===== src/rtl/disp_pkg.sv =====
`default_nettype none
// ---------------------------------------------------------------------------
// disp_pkg: shared character codes, parity modes and FSM state type for the
// baud-rate display formatter.
// Revision: 1.0
// ---------------------------------------------------------------------------
package disp_pkg;

  localparam logic [4:0] CH_0   = 5'd0;
  localparam logic [4:0] CH_1   = 5'd1;
  localparam logic [4:0] CH_2   = 5'd2;
  localparam logic [4:0] CH_3   = 5'd3;
  localparam logic [4:0] CH_4   = 5'd4;
  localparam logic [4:0] CH_5   = 5'd5;
  localparam logic [4:0] CH_6   = 5'd6;
  localparam logic [4:0] CH_7   = 5'd7;
  localparam logic [4:0] CH_8   = 5'd8;
  localparam logic [4:0] CH_9   = 5'd9;
  localparam logic [4:0] CH_OFF = 5'd29;

  localparam logic [1:0] PAR_NONE = 2'd0;
  localparam logic [1:0] PAR_ODD  = 2'd1;
  localparam logic [1:0] PAR_EVEN = 2'd2;

  localparam int N_DIG   = 6;
  localparam int SAT_MAX = 999999;

  typedef enum logic [1:0] {
    ST_IDLE  = 2'd0,
    ST_SHIFT = 2'd1,
    ST_LOAD  = 2'd2
  } state_t;

endpackage
`default_nettype wire


===== src/rtl/bcd_add3.sv =====
`default_nettype none
// ---------------------------------------------------------------------------
// bcd_add3: double-dabble correction cell, adds 3 to a BCD nibble >= 5.
// Revision: 1.0
// ---------------------------------------------------------------------------
module bcd_add3 (
  input  logic [3:0] din,
  output logic [3:0] dout
);

  assign dout = (din >= 4'd5) ? din + 4'd3 : din;

endmodule
`default_nettype wire


===== src/rtl/baud_disp_fmt.sv =====
`default_nettype none
// ---------------------------------------------------------------------------
// baud_disp_fmt: converts a baud rate to six seven-segment character codes
// via bit-serial double dabble; parity mode shown on the decimal points.
// Optional leading-zero blanking: define BAUD_DISP_LZB_EN.
// Revision: 1.0
// ---------------------------------------------------------------------------
module baud_disp_fmt
  import disp_pkg::*;
#(
  parameter int W = 20
) (
  input  logic         clk,
  input  logic         rst,
  input  logic         start,
  input  logic [W-1:0] baud_val,
  input  logic [1:0]   parity,
  output logic         busy,
  output logic         done,
  output logic [5:0]   dig0,
  output logic [5:0]   dig1,
  output logic [5:0]   dig2,
  output logic [5:0]   dig3,
  output logic [5:0]   dig4,
  output logic [5:0]   dig5
);

  localparam int CW = $clog2(W + 1);
  localparam logic [W-1:0] SAT_W = W'(SAT_MAX);
  localparam logic [5:0] DIG_RST = {1'b0, CH_OFF};

  state_t state, state_nx;
  logic           accept, shift_en, load_en;
  logic [W-1:0]   bin;
  logic [23:0]    bcd, bcd_adj;
  logic [CW-1:0]  cnt;
  logic [1:0]     par_q;
  logic [5:0]     dig_q  [N_DIG];
  logic [5:0]     dig_nx [N_DIG];

  always_ff @(posedge clk or negedge rst) begin
    if (!rst) state <= ST_IDLE;
    else      state <= state_nx;
  end

  always_comb begin
    state_nx = state;
    case (state)
      ST_IDLE:  if (start) state_nx = ST_SHIFT;
      ST_SHIFT: if (cnt == CW'(W - 1)) state_nx = ST_LOAD;
      ST_LOAD:  state_nx = ST_IDLE;
      default:  state_nx = ST_IDLE;
    endcase
  end

  always_comb begin
    busy     = (state != ST_IDLE);
    accept   = (state == ST_IDLE) && start;
    shift_en = (state == ST_SHIFT);
    load_en  = (state == ST_LOAD);
  end

  for (genvar i = 0; i < N_DIG; i++) begin : g_add3
    bcd_add3 u_add3 (
      .din  (bcd[i*4 +: 4]),
      .dout (bcd_adj[i*4 +: 4])
    );
  end

  // Saturating before conversion keeps every nibble within 0..9.
  always_ff @(posedge clk or negedge rst) begin
    if (!rst) begin
      bin   <= '0;
      bcd   <= '0;
      cnt   <= '0;
      par_q <= PAR_NONE;
    end else if (accept) begin
      bin   <= (baud_val > SAT_W) ? SAT_W : baud_val;
      bcd   <= '0;
      cnt   <= '0;
      par_q <= parity;
    end else if (shift_en) begin
      bcd   <= {bcd_adj[22:0], bin[W-1]};
      bin   <= {bin[W-2:0], 1'b0};
      cnt   <= cnt + 1'b1;
    end
  end

  always_comb begin
`ifdef BAUD_DISP_LZB_EN
    logic seen;
    seen = 1'b0;
`endif
    for (int i = N_DIG - 1; i >= 0; i--) begin
      dig_nx[i] = {1'b0, 1'b0, bcd[i*4 +: 4]};
`ifdef BAUD_DISP_LZB_EN
      if (bcd[i*4 +: 4] != 4'd0) seen = 1'b1;
      if (!seen && i != 0) dig_nx[i] = {1'b0, CH_OFF};
`endif
    end
    // Decimal points go on after blanking so a blank digit can still show one.
    if (par_q == PAR_ODD)  dig_nx[0][5] = 1'b1;
    if (par_q == PAR_EVEN) dig_nx[1][5] = 1'b1;
  end

  always_ff @(posedge clk or negedge rst) begin
    if (!rst) begin
      done <= 1'b0;
      for (int i = 0; i < N_DIG; i++) dig_q[i] <= DIG_RST;
    end else begin
      done <= load_en;
      if (load_en) begin
        for (int i = 0; i < N_DIG; i++) dig_q[i] <= dig_nx[i];
      end
    end
  end

  assign dig0 = dig_q[0];
  assign dig1 = dig_q[1];
  assign dig2 = dig_q[2];
  assign dig3 = dig_q[3];
  assign dig4 = dig_q[4];
  assign dig5 = dig_q[5];

endmodule
`default_nettype wire


===== config.mk =====
export PLATFORM = sky130hd
export DESIGN_NAME = baud_disp_fmt
export DESIGN_NICKNAME = d
export VERILOG_FILES = /design/src/rtl/disp_pkg.sv /design/src/rtl/bcd_add3.sv /design/src/rtl/baud_disp_fmt.sv
export SDC_FILE = /design/constraint.sdc
export NUM_CORES = 1
export LEC_CHECK = 0
export CORE_ASPECT_RATIO = 0.9
export CORE_MARGIN = 2
export CORE_UTILIZATION = 51
export DETAILED_ROUTE_END_ITERATION = 6
export GPL_ROUTABILITY_DRIVEN = 0
export HOLD_SLACK_MARGIN = 0.1
export PLACE_DENSITY = 0.86
export SETUP_SLACK_MARGIN = 0.1
export SLEW_MARGIN = 20
export SYNTH_ARGS = -nofsm -noshare
export SYNTH_HDL_FRONTEND = slang
export SYNTH_SLANG_ARGS = --single-unit

===== constraint.sdc =====
create_clock -name clk -period 3.52 [get_ports clk]
set_clock_uncertainty 0.1 [all_clocks]
set_input_delay 0.704 -clock clk [delete_from_list [all_inputs] [get_ports clk]]
set_output_delay 0.704 -clock clk [all_outputs]
set_load 0.02 [all_outputs]

Word-level counts from Yosys, hierarchy flattened. Index checks and enable logic that the tools add are counted.

Register bits after elaboration: 86. Bits of input ports: 25. Output and inout port bits: 38. Logic and storage cells: 56.

$add $sub $neg: 7. $lt $le $gt $ge: 7. Equality and inequality tests: 7. Mux-type cells: 18. Reduce and logical (&&, ||, !) cells: 5.

Operators with widths (count): $mux 20 (3); $mux 24 (2); $ge 4x3->1 const B (6); $add 4x2->4 const B (5); $gt 20x20->1 const B (1); $mux 4 (5); $mux 5 (2); $add 5x1->5 const B (1); $eq 5x5->1 const B (1); $eq 2x1->1 const B (2); $eq 2x2->1 const B (2); $mux 2 (2); $pmux 2 s2 (1); $reduce_bool 2->1 (2); $add 3x2->3 const B (1); $mux 3 (1); $logic_not 2->1 (1); $mux 1 (2); $ne 2x1->1 const B (1); $ne 2x2->1 const B (1); $reduce_and 2->1 (1); $logic_and 1x1->1 (1).

Depth between registers and ports, before layout.
Depth in word-level cells: 4. Depth in mapped cells: 7.

Cells and area by module. From an unflattened synthesis, not the netlist that was laid out.

Cells, all modules: 440. Area total of the unflattened synthesis: 4290.4 µm².

Modules (own cells, without submodules): baud_disp_fmt (times used 1, cells each 344, area an instance 3682.3 µm², sequential area each 2050.7 µm²); bcd_add3 (times used 6, cells each 16, area an instance 101.3 µm², sequential area each 0.0 µm²).

Worst setup path after synthesis. Ideal clock, no wire load.

Path kind: input to register. From: input port baud_val[13]. To: register bin[6]. Setup time: 0.080 ns. Arrival: 1.843 ns. Path slack: 1.497 ns. Stages: 4. Buffers on the path: 0. Cells stage by stage: or4_4 -> or3_4 -> nand3_2 -> nor3b_2.

Cells in the longest elaborated chain, start to end: 3.

Ends and longest elaborated chain: start, declared (line baud_disp_fmt.sv:16) `input logic [W-1:0] baud_val,`; $gt 20x20->1 (line baud_disp_fmt.sv:78) `bin <= (baud_val > SAT_W) ? SAT_W : baud_val;`; $mux 20 (line baud_disp_fmt.sv:78); $mux 20 (line baud_disp_fmt.sv:77) `end else if (accept) begin`; end signal, assigned (line baud_disp_fmt.sv:78); end signal, assigned (line baud_disp_fmt.sv:84) `bin <= {bin[W-2:0], 1'b0};`; end, declared (line baud_disp_fmt.sv:34) `logic [W-1:0] bin;`.

Every way passes these cells. A chain may end at the register's enable or synchronous reset.

Worst setup path after layout.
From: register state[1]. To: output port busy.

Cells in the longest elaborated chain, start to end: 1.

Ends and longest elaborated chain: start, declared (line baud_disp_fmt.sv:32) `state_t state, state_nx;`; start signal, assigned (line baud_disp_fmt.sv:43) `else state <= state_nx;`; $reduce_bool 2->1 (line baud_disp_fmt.sv:57) `busy = (state != ST_IDLE);`; end, declared (line baud_disp_fmt.sv:18) `output logic busy,`.

Every way passes these cells.

==> metrics <==
status finished clean; Pre-Repair DR Iteration Count 5; drt wl/cell between 15 and 20 um; core area roughly 7500 sq um; vias in the first global route between 3000 and 4000; DR vias/cell 5.83; largest family of logic cells by synthesized area compound AO/OA/AOI/OAI gates; Rows 30; clock sink count 81; # H-tree levels 3; CTS max path bufs 2; Ys Warns 0; Worst Setup End Kind output pin; Initial Util 52.5%; critical path arrival around 2.0 ns; Mapped Cells 400; post-synthesis simple-gate area fraction around 14%; RSZ-0062 raised after global routing false; Tightest Hold Check Type input pin to async pin; Die W between 90 and 100 um; setup slack after layout 0.716 ns; share of layout cells above drive strength 1 around 14%; initial drt markers around 150; GRT Residual Overflow 0; Seq/Total Area, Yosys approximately 52%; Clk pin slew, worst setup/hold paths about 0.080 ns; DP HPWL ~6000 um; CP max FO 16; Seq cells post-synth 81; most frequent cells in the layout 62 x dfrtp_1, 57 x clkdlybuf4s50_1, 47 x o21ai_0; Tcrit/Tclk final 79.7%; die area ~8500 sq um; Worst slew margin approximately 37%; critical path type flop to output pin; final hold viol count 0; CTS tree done; gr usage total approximately 22%; Setup WS pre-CTS 0.718 ns; f_max roughly 360 MHz; Worst-Skew Late Latency between 0.3 and 0.4 ns; number of max-cap violations 0; commonest non-fill, non-tap cell in the layout dfrtp_1; antenna violations before repair 0; share of power burned in registers between 30% and 40%; XOR/XNOR Fraction of Synth Area under 10%; total CTS buffers 9; Area Overhead vs Synth 22.3%; io pins 63; # nets final 488; power density cells ~900 nW/um^2; Finished Core Util between 60 and 70%; Final Total Pwr approximately 4.5 mW; PostCTS Resize Cnt 0; sw frac 37.1%; Final Slew Violations 0; worst slew pin tran 0.941 ns; Req. time, crit path 2.72 ns; asr flop ratio synth 100%; number of nets with antenna violations after routing 0; Netlist cell types 37; Post-CTS Setup Bufs 0; critical path startpoint category flop; port buffer count slightly below 60; power share of the clock group around 20%; NetSw ~1.7 mW; fill count approximately 600; ANT cells 0; Final Setup Violations 0; post-synthesis mux area share 4.55%; final wirelength 8760 um; first-pass GRT wire length about 15000 um; Post-synth EDFFs 0; Avg Inst Size Synth 9.90 sq um; CTS root buf clkbuf_8; post-synthesis adder-cell area fraction about 4.1%; Post-synth top flop dfrtp_1; crit path time final ~2.8 ns; Leakage approximately 2 nW; compound-cell area share of the yosys netlist 17.4%; Combinational Power Share between 40% and 50%; Internal Power approximately 2.8 mW; synthesized area about 4000 sq um; largest net degree at the start of global routing 82; Hold Buf Count CTS 0; Vias 3205; Fin Setup TNS 0 ns; Die H roughly 90 um; VDD IR max around 0.37 mV; DRC errors left 0
[flip-flops by register name, summed over array words and instances, names as in the netlist, 4 cells and up]
signal and count:
bcd 24, bin 20, cnt 5, dig0 6, dig1 5, dig2 4
dig3 4, dig4 4, dig5 4
[cell type report]
type	count	area, sq um	share of cell area [%]
inverter	15	56.3	1.16
timing repair buffer	66	642	13.3
multi-input combinational	277	1710	35.3
clock inverter	5	128	2.63
clock buffer	10	138	2.84
sequential	81	2050	42.3
tap	96	120	2.48
[through the flow]
step                instances  cell area, sq um  hold WS [ns]
finish                    550              4840         0.283
detailed placement        535              4570         0.371
global route              550              4840         0.309
CTS                       550              4840         0.388
global placement          535              4570         0.362
floorplan                 403              3970         0.308
[power groups by stage]
| stage | logic (mW) | clock network (mW) | registers (mW) |
|---|---|---|---|
| global placement | 1.77 | 0 | 1.71 |
| global route | 2.07 | 0.948 | 1.78 |
| detailed placement | 1.86 | 0 | 1.73 |
| floorplan | 1.14 | 0 | 1.81 |
| CTS | 1.87 | 0.904 | 1.72 |
| finish | 1.86 | 0.889 | 1.72 |
[cell families after synthesis]
logic type                 after synthesis
AOI/OAI and AO/OA                      114
buffers and inverters                   45
DFF                                     81
xor gates and xnor gates                11
and+or+nand+nor                        119
other                                    1
muxes                                   16
adders and majority gates               13
[worst max-delay path: stages, from the launching register on]
cell and delay (ns):
dfrtp_1 0.63, inv_1 0.09, buf_4 0.21, nand2_1 0.10
clkdlybuf4s50_1 0.61
[cell usage after synthesis (2+ instances only)]
master,n,share of area [%]
o22ai_1,24,3.8
dfstp_2,19,13
xnor2_1,6,1.3
and2_1,2,0.32
nand4_1,3,0.47
nor2_1,27,2.6
nor3b_2,2,0.63
nor2b_1,2,0.32
mux2_2,16,4.6
a21oi_1,17,2.1
o21ai_0,47,5.9
clkbuf_1,15,1.4
buf_2,6,0.76
o31ai_1,6,1.1
dfrtp_1,62,39
inv_1,14,1.3
nand2_1,43,4.1
nor3_1,5,0.63
o22a_1,8,1.8
xor2_1,5,1.1
a311o_1,2,0.51
ha_1,13,4.1
a22o_1,6,1.3
buf_4,9,1.7
nand2b_1,9,1.4
and3_1,2,0.32
nand3_1,20,2.5
[layer usage]
layer  track usage [%]  vias up  wire length (um)
li1                  -     1502                 -
met1              27.5     1554              3730
met2              36.1      131              4310
met3              5.99       18               566
met4              7.55        0               153
met5                 0        -                 0
[worst paths after layout]
kind,startpoint,end,slack [ns],cells after the start
max in group asynchronous,rst,bcd[9],2.55,1
min in group clk,dig0[5],dig0[5],0.38,2
worst max-delay path,state[1],busy,0.72,4
worst min register to register,dig0[5],dig0[5],0.38,2
worst max register to register,state[1],bcd[2],1.26,6
worst min-delay path,rst,bcd[21],0.28,1
No activity file was read; power rests on OpenSTA's default activity.
